[src/rtl/conway_pkg.sv]
`default_nettype none
// ============================================================================
// Module   : conway_pkg
// Purpose  : Shared types and constants for the Conway generation scheduler:
//            scheduler state encoding, default widths, watchdog default and
//            the ping-pong direction encoding.
// Revision : 1.0  initial release
// ============================================================================
package conway_pkg;

    // Default configuration values
    localparam int FDIV_W_DEF         = 8;
    localparam int GCNT_W_DEF         = 32;
    localparam int TIMEOUT_CYCLES_DEF = 200000;

    // Ping-pong direction encoding.
    // DIR_M1_CUR: accelerator reads m1 / writes m2, VGA displays m1.
    // DIR_M2_CUR: the roles of the two memories are swapped.
    localparam logic DIR_M1_CUR = 1'b0;
    localparam logic DIR_M2_CUR = 1'b1;

    // Scheduler states
    typedef enum logic [2:0] {
        IDLE      = 3'd0,
        LAUNCH    = 3'd1,
        GEN       = 3'd2,
        WAIT_SWAP = 3'd3,
        SWAP      = 3'd4
    } sched_state_e;

    // The buffer that was being computed becomes the displayed one.
    function automatic logic dir_flip(input logic dir);
        return (dir == DIR_M1_CUR) ? DIR_M2_CUR : DIR_M1_CUR;
    endfunction

endpackage
`default_nettype wire

[src/rtl/conway_gen_sched_if.sv]
`default_nettype none
// ============================================================================
// Module   : conway_gen_sched_if
// Purpose  : Start/done handshake between the generation scheduler and the
//            Conway accelerator.
//   gen_start : one-cycle pulse, scheduler -> accelerator, begin generation
//   gen_done  : one-cycle pulse, accelerator -> scheduler, generation written
// Modports : master (scheduler side), slave (accelerator side)
// Revision : 1.0  initial release
// ============================================================================
interface conway_gen_sched_if;

    logic gen_start;
    logic gen_done;

    modport master (
        output gen_start,
        input  gen_done
    );

    modport slave (
        input  gen_start,
        output gen_done
    );

endinterface
`default_nettype wire

[src/rtl/conway_eof_pacer.sv]
`default_nettype none
// ============================================================================
// Module   : conway_eof_pacer
// Purpose  : Divides the VGA end-of-frame pulse stream. Every end-of-frame
//            advances a counter; the pulse on which the counter equals the
//            divider is a launch slot and the counter restarts at 0.
//            The divider is compared live, so a new value takes effect on
//            the next end-of-frame.
// Ports    : clk, reset       clock, synchronous active-high reset
//            i_vga_eof        end-of-frame pulse
//            i_frame_div      divider (slot every i_frame_div+1 pulses)
//            o_slot           combinational, high in the cycle of a slot eof
// Revision : 1.0  initial release
// ============================================================================
module conway_eof_pacer #(
    parameter int FDIV_W = 8
) (
    input  wire logic              clk,
    input  wire logic              reset,
    input  wire logic              i_vga_eof,
    input  wire logic [FDIV_W-1:0] i_frame_div,
    output logic                   o_slot
);

    logic [FDIV_W-1:0] cnt_q;
    logic [FDIV_W-1:0] cnt_d;
    logic              w_hit;

    always_comb begin
        w_hit  = (cnt_q == i_frame_div);
        cnt_d  = cnt_q;
        o_slot = 1'b0;
        if (i_vga_eof) begin
            if (w_hit) begin
                cnt_d  = '0;
                o_slot = 1'b1;
            end else begin
                cnt_d  = cnt_q + FDIV_W'(1);
            end
        end
    end

    always_ff @(posedge clk) begin
        if (reset) begin
            cnt_q <= '0;
        end else begin
            cnt_q <= cnt_d;
        end
    end

endmodule
`default_nettype wire

[src/rtl/conway_gen_sched.sv]
`default_nettype none
// ============================================================================
// Module   : conway_gen_sched
// Purpose  : Frame sequencer for the Conway accelerator. On a paced VGA
//            end-of-frame it launches one generation, waits for the
//            accelerator to finish, and swaps the display/compute buffers
//            only at an end-of-frame so the display never tears.
// Ports    : clk, reset   clock, synchronous active-high reset
//            vga_eof      end-of-frame pulse from the VGA controller
//            run          level, free-running generations
//            step         pulse, one generation while run=0
//            frame_div    launch every frame_div+1 end-of-frame pulses
//            acc          start/done handshake (master modport)
//            direction    ping-pong buffer select (see conway_pkg)
//            busy         high from gen_start until the swap completes
//            gen_count    completed swaps, wraps
//            overrun      sticky, a launch slot passed while not idle
//            err_clr      pulse, clears sticky error flags
//            timeout      sticky watchdog flag     (CONWAY_GEN_TIMEOUT_EN)
//            gen_abort    one-cycle abort pulse    (CONWAY_GEN_TIMEOUT_EN)
// Options  : CONWAY_GEN_TIMEOUT_EN adds a watchdog on the GEN state with
//            parameter TIMEOUT_CYCLES and the timeout/gen_abort ports.
// Revision : 1.0  initial release
// ============================================================================
module conway_gen_sched
    import conway_pkg::*;
#(
    parameter int FDIV_W = FDIV_W_DEF,
    parameter int GCNT_W = GCNT_W_DEF
`ifdef CONWAY_GEN_TIMEOUT_EN
    ,
    parameter int TIMEOUT_CYCLES = TIMEOUT_CYCLES_DEF
`endif
) (
    input  wire logic              clk,
    input  wire logic              reset,
    input  wire logic              vga_eof,
    input  wire logic              run,
    input  wire logic              step,
    input  wire logic [FDIV_W-1:0] frame_div,
    conway_gen_sched_if.master     acc,
    output logic                   direction,
    output logic                   busy,
    output logic [GCNT_W-1:0]      gen_count,
    output logic                   overrun,
    input  wire logic              err_clr
`ifdef CONWAY_GEN_TIMEOUT_EN
    ,
    output logic                   timeout,
    output logic                   gen_abort
`endif
);

    sched_state_e      state_q;
    sched_state_e      state_d;
    logic              direction_q;
    logic              direction_d;
    logic [GCNT_W-1:0] gen_count_q;
    logic [GCNT_W-1:0] gen_count_d;
    logic              overrun_q;
    logic              overrun_d;
    logic              step_pending_q;
    logic              step_pending_d;
    logic              w_slot;
    logic              w_swap_next;

    conway_eof_pacer #(
        .FDIV_W      (FDIV_W)
    ) u_pacer (
        .clk         (clk),
        .reset       (reset),
        .i_vga_eof   (vga_eof),
        .i_frame_div (frame_div),
        .o_slot      (w_slot)
    );

`ifdef CONWAY_GEN_TIMEOUT_EN
    localparam int WD_W = $clog2(TIMEOUT_CYCLES + 1);

    logic [WD_W-1:0] wd_q;
    logic [WD_W-1:0] wd_d;
    logic            timeout_q;
    logic            timeout_d;
    logic            w_abort;

    // Counter holds the number of GEN cycles already elapsed; the abort
    // fires in the TIMEOUT_CYCLES-th GEN cycle unless gen_done arrives then.
    always_comb begin
        wd_d    = '0;
        w_abort = 1'b0;
        if (state_q == GEN) begin
            wd_d = wd_q + WD_W'(1);
            if (!acc.gen_done && (wd_q == WD_W'(TIMEOUT_CYCLES - 1))) begin
                w_abort = 1'b1;
            end
        end
        timeout_d = timeout_q;
        if (err_clr) begin
            timeout_d = 1'b0;
        end
        if (w_abort) begin
            timeout_d = 1'b1;
        end
    end

    always_ff @(posedge clk) begin
        if (reset) begin
            wd_q      <= '0;
            timeout_q <= 1'b0;
        end else begin
            wd_q      <= wd_d;
            timeout_q <= timeout_d;
        end
    end

    assign timeout   = timeout_q;
    assign gen_abort = w_abort;
`endif

    // Next-state logic
    always_comb begin
        state_d = state_q;
        case (state_q)
            IDLE: begin
                if (w_slot && (run || step_pending_q)) begin
                    state_d = LAUNCH;
                end
            end
            LAUNCH: begin
                state_d = GEN;
            end
            GEN: begin
                // A done that coincides with end-of-frame needs no extra wait.
                if (acc.gen_done) begin
                    state_d = vga_eof ? SWAP : WAIT_SWAP;
                end
`ifdef CONWAY_GEN_TIMEOUT_EN
                else if (w_abort) begin
                    state_d = IDLE;
                end
`endif
            end
            WAIT_SWAP: begin
                if (vga_eof) begin
                    state_d = SWAP;
                end
            end
            SWAP: begin
                // Launch is only considered at a later slot.
                state_d = IDLE;
            end
            default: begin
                state_d = IDLE;
            end
        endcase
    end

    // Datapath registers. direction and gen_count update on the edge that
    // enters SWAP, so the swap is visible one cycle after the qualifying eof.
    always_comb begin
        w_swap_next = (state_d == SWAP);

        direction_d = direction_q;
        gen_count_d = gen_count_q;
        if (w_swap_next) begin
            direction_d = dir_flip(direction_q);
            gen_count_d = gen_count_q + GCNT_W'(1);
        end

        // A new overrun event has priority over a simultaneous clear.
        overrun_d = overrun_q;
        if (err_clr) begin
            overrun_d = 1'b0;
        end
        if (w_slot && (state_q != IDLE)) begin
            overrun_d = 1'b1;
        end

        // A step arriving in the launch cycle is a fresh request and is kept.
        step_pending_d = step_pending_q;
        if (state_q == LAUNCH) begin
            step_pending_d = 1'b0;
        end
        if (step && !run) begin
            step_pending_d = 1'b1;
        end
    end

    always_ff @(posedge clk) begin
        if (reset) begin
            state_q        <= IDLE;
            direction_q    <= DIR_M1_CUR;
            gen_count_q    <= '0;
            overrun_q      <= 1'b0;
            step_pending_q <= 1'b0;
        end else begin
            state_q        <= state_d;
            direction_q    <= direction_d;
            gen_count_q    <= gen_count_d;
            overrun_q      <= overrun_d;
            step_pending_q <= step_pending_d;
        end
    end

    assign acc.gen_start = (state_q == LAUNCH);
    assign busy          = (state_q != IDLE);
    assign direction     = direction_q;
    assign gen_count     = gen_count_q;
    assign overrun       = overrun_q;

endmodule
`default_nettype wire

[src/flat_wrapper.sv]
// flat-port wrapper written by rule: the top's interface ports become plain ports
module conway_gen_sched_flat import conway_pkg::*;
#(
    parameter int FDIV_W = FDIV_W_DEF,
    parameter int GCNT_W = GCNT_W_DEF

)
  (clk, reset, vga_eof, run, step, frame_div, direction, busy, gen_count, overrun, err_clr, acc_gen_start, acc_gen_done);
  conway_gen_sched_if acc_i ();
  input  wire logic clk;
  input  wire logic reset;
  input  wire logic vga_eof;
  input  wire logic run;
  input  wire logic step;
  input  wire logic [FDIV_W-1:0] frame_div;
  output logic direction;
  output logic busy;
  output logic [GCNT_W-1:0] gen_count;
  output logic overrun;
  input  wire logic err_clr;
  output wire logic [$bits(acc_i.gen_start)-1:0] acc_gen_start;
  input wire logic [$bits(acc_i.gen_done)-1:0] acc_gen_done;
  assign acc_gen_start = acc_i.gen_start;
  assign acc_i.gen_done = acc_gen_done;
  conway_gen_sched #(.FDIV_W(FDIV_W), .GCNT_W(GCNT_W)) u_core (.clk(clk), .reset(reset), .vga_eof(vga_eof), .run(run), .step(step), .frame_div(frame_div), .acc(acc_i), .direction(direction), .busy(busy), .gen_count(gen_count), .overrun(overrun), .err_clr(err_clr));
endmodule
[config.mk]
export PLATFORM = sky130hd
export DESIGN_NAME = conway_gen_sched_flat
export DESIGN_NICKNAME = d
export VERILOG_FILES = /design/src/rtl/conway_pkg.sv /design/src/rtl/conway_gen_sched_if.sv /design/src/rtl/conway_eof_pacer.sv /design/src/rtl/conway_gen_sched.sv /design/src/flat_wrapper.sv
export SDC_FILE = /design/constraint.sdc
export NUM_CORES = 1
export LEC_CHECK = 0
export ABC_AREA = 1
export BUFFER_PORTS_ARGS = -buffer_cell sky130_fd_sc_hd__buf_4
export CAP_MARGIN = 20
export CORE_UTILIZATION = 38
export DETAILED_ROUTE_END_ITERATION = 8
export GPL_TIMING_DRIVEN = 0
export SETUP_SLACK_MARGIN = 0.4
export SYNTH_ARGS = -nofsm -noshare
export SYNTH_HDL_FRONTEND = slang
export SYNTH_HIERARCHICAL = 1
export SYNTH_SLANG_ARGS = --single-unit
[constraint.sdc]
create_clock -name clk -period 1.45 [get_ports clk]
set_input_delay 0.145 -clock clk [delete_from_list [all_inputs] [get_ports clk]]
set_output_delay 0.145 -clock clk [all_outputs]
set_load 0.01 [all_outputs]
==> key figures <==
Route
  – DRC viols: 0
  – Initial DRT Pass Iterations: 4
  – Routed length per instance: 12.2 microns
  – Post-DRT Antenna Nets: 0
  – Routed Wire Length: 7.66 mm
  – Vias/cell: 4.73
  – Vias: 2960
  – 1st-iter DRT viols: 101

Cells and area
  – Nets: 546
  – ANT cells: 0
  – Filler Cell Count: 659
  – Commonest non-fill, non-tap cell in the layout: nand2_1
  – Final Cell Area: 4240 sq um
  – Most frequent cells in the layout: 106 x nand2_1, 68 x buf_4, 63 x nor2_1
  – Layout cells sized above 1: 45.5%
  – Area Overhead vs Synth: 54.6%

Clock network
  – Root Buffer: clkbuf_8
  – CTS sink cnt: 46
  – Total CTS buffers: 5
  – Clk_lat worst skew: 0.30 ns
  – CTS Hold Bufs: 0
  – CTS Buffer Depth: 2
  – Clock transition at the registers of the reported paths: 0.10 ns
  – CTS H-tree lvls: 2
  – CTS tree: built

Power and ir drop
  – Internal: 1.82 mW
  – Comb power frac: 6.2%
  – Final Total Pwr: 2.36 mW
  – Switch share: 22.8%
  – Pwr Density: 556 nW/um^2
  – Net switching power: 0.537 mW
  – Sequential power share: 53.3%
  – P_leak: 1.81 nW
  – Worst vdd ir: 0.524 mV
  – Clock power share: 40.6%

Global route
  – Initial antenna violation count: 0
  – Total gr overflow: 0
  – Vias in the first global route: 2771
  – First-pass GRT wire length: 12.3 mm
  – Largest net degree at the start of global routing: 15
  – GRT Overall Usage: 20.8%

Yosys
  – Largest family of logic cells by synthesized area: simple AND/OR/NAND/NOR gates
  – Synth Area in Adders: 0.912%
  – Syn avg cell area: 6.38 sq um
  – Register area share after synthesis: 33.6%
  – Syn Nets: 447
  – Yosys warnings: 6
  – Synthesized area: 2740 sq um
  – Cells after Synth: 430
  – Post-Synth Simple-Gate Area: 44.5%
  – Synth Area in XOR/XNOR: 2.55%
  – Compound-Gate Fraction of Synth Area: 7.07%
  – Post-synthesis mux area share: 0%
  – #FFs+latches synth: 46
  – Synth cell types: 33

Floorplanning
  – Rows: 30
  – Die area: 7560 sq um
  – Die height: 87.0 microns
  – Die W: 87.0 microns
  – Core region area: 6870 sq um
  – Initial Util: 39.9%
  – IO Pins: 51

STA
  – Max Freq: 709 MHz
  – Setup Skew: 0.0122 ns
  – Final critical-path required period: 1.41 ns
  – Least-Margin Pin Slew: 0.462 ns
  – # setup viols final: 0
  – Post-route setup slack: 0.0404 ns
  – Pins Over Slew Limit: 0
  – Setup tns final: 0 ns
  – Crit share post-route: 97.2%
  – RSZ-0062 raised after global routing: yes
  – Final Hold Fails: 0
  – Relative slew slack: 69.2%

Run
  – Max-Cap Viols: 0

Placed design
  – # port buffers: 50
  – Area after DPL: 3380 sq um
  – Post-DP HPWL: 4.96 mm
  – Pre-CTS setup slack: 0.0567 ns
  – GP Congestion: 0.832

Critical path
  – Critical path class: flop to flop
  – CP Launch Type: flop
  – Endpoint class of the critical path: flop
  – Worst Path Required: 1.65 ns
  – Worst-path maximum fanout: 6
  – WP data arrival: 1.61 ns

Worst hold path
  – Hold Crit Class: primary input to flop

Status
  – Status: finished, final reports clean
==> layer usage <==
layer | GRT usage (%) | vias up | wire length (microns)
met2 | 37.1 | 54 | 3890
li1 | - | 1524 | -
met1 | 25.6 | 1380 | 3460
met4 | 5.61 | 0 | 32
met5 | 0 | - | 0
met3 | 3.60 | 2 | 284
==> worst max-delay path: stages (launching register included) <==
cell	delay, ns
dfxtp_4	0.37
ha_4	0.13
inv_2	0.04
nor2_4	0.18
nand2_2	0.11
nor2_4	0.17
nand3_2	0.11
nor3_2	0.13
nor2_1	0.06
==> registers in the layout, indices dropped and copies added (netlist names) <==
| name | flops |
|---|---|
| u_core/gen_count | 32 |
| u_core/u_pacer/cnt_q | 8 |
| u_core/state_q | 3 |
| u_core/direction | 1 |
| u_core/overrun | 1 |
| u_core/step_pending_q | 1 |
==> final timing paths <==
path | start | end | slack, ns | cells after the start
worst max register to register | u_core/gen_count[1] | u_core/gen_count[22] | 0.04 | 8
worst min-delay path | err_clr | u_core/overrun | 0.08 | 4
worst max-delay path | u_core/gen_count[1] | u_core/gen_count[22] | 0.04 | 8
worst min register to register | u_core/overrun | u_core/overrun | 0.47 | 2
==> stage by stage <==
stage	util, %	cells	hold slack (ns)
after floorplan	-	430	0.292
after global placement	49.2	576	0.403
after detailed placement	49.2	576	0.401
after CTS	57.4	614	0.0651
after global routing	61.8	626	0.0778
final	61.8	626	0.0756
==> area by class of cell <==
type | instances | area (sq um) | share of cell area (%)
tap | 96 | 120 | 2.83
multi-input combinational | 310 | 1820 | 43.0
timing repair buffer | 91 | 832 | 19.6
sequential | 46 | 995 | 23.4
clock buffer | 5 | 68.8 | 1.62
timing repair inverter | 1 | 11.3 | 0.265
inverter | 66 | 263 | 6.19
clock inverter | 3 | 40.0 | 0.944
buffer | 8 | 90.1 | 2.12
==> power groups by stage <==
stage	logic [mW]	registers, mW	clock network (mW)
finish	0.146	1.26	0.957
global placement	0.129	1.30	0
floorplan	0.0784	1.30	0
detailed placement	0.130	1.31	0
global route	0.162	1.26	1.04
CTS	0.139	1.26	0.996
==> Yosys cell counts <==
cell / count / area [sq um]
inv_4: 1 / 6.26
clkbuf_8: 1 / 13.8
buf_2: 1 / 5.00
a41oi_1: 1 / 8.76
clkbuf_1: 2 / 7.51
buf_4: 2 / 15.0
nand2_4: 1 / 11.3
nand2_2: 5 / 31.3
nand3_1: 24 / 120
inv_1: 64 / 240
ha_1: 2 / 25.0
xnor2_1: 4 / 35.0
buf_6: 2 / 22.5
o21bai_4: 1 / 18.8
a21oi_1: 17 / 85.1
o211ai_1: 1 / 7.51
a31oi_1: 1 / 6.26
xor2_1: 4 / 35.0
nor2_8: 1 / 20.0
dfxtp_1: 46 / 921
nor2_2: 8 / 50.1
inv_2: 1 / 3.75
nand4_1: 7 / 43.8
nand3_4: 1 / 17.5
o21bai_1: 1 / 7.51
nand3_2: 6 / 60.1
nor3_1: 6 / 30.0
o21ai_0: 12 / 60.1
and3_1: 1 / 6.26
nor2_1: 83 / 312
nand2_1: 114 / 428
nand3b_1: 3 / 22.5
nor2_4: 6 / 67.6
==> cell families (layout without fill, tap and decap cells) <==
family / after synthesis / in the layout
XOR/XNOR: 8 / 8
flip-flops: 46 / 46
AO/OA/AOI/OAI: 34 / 34
buffers and inverters: 74 / 174
adder cells (fa/ha/maj): 2 / 2
AND/OR/NAND/NOR: 266 / 266
==> timing repair <==
item,4_1_cts,5_1_grt
pin swaps,24,40
endpoints found under the setup margin,46,55
buffers inserted,27,12
cloned,3,0
resized for setup,61,59
Note: power is estimated with default switching activity, not from simulation.
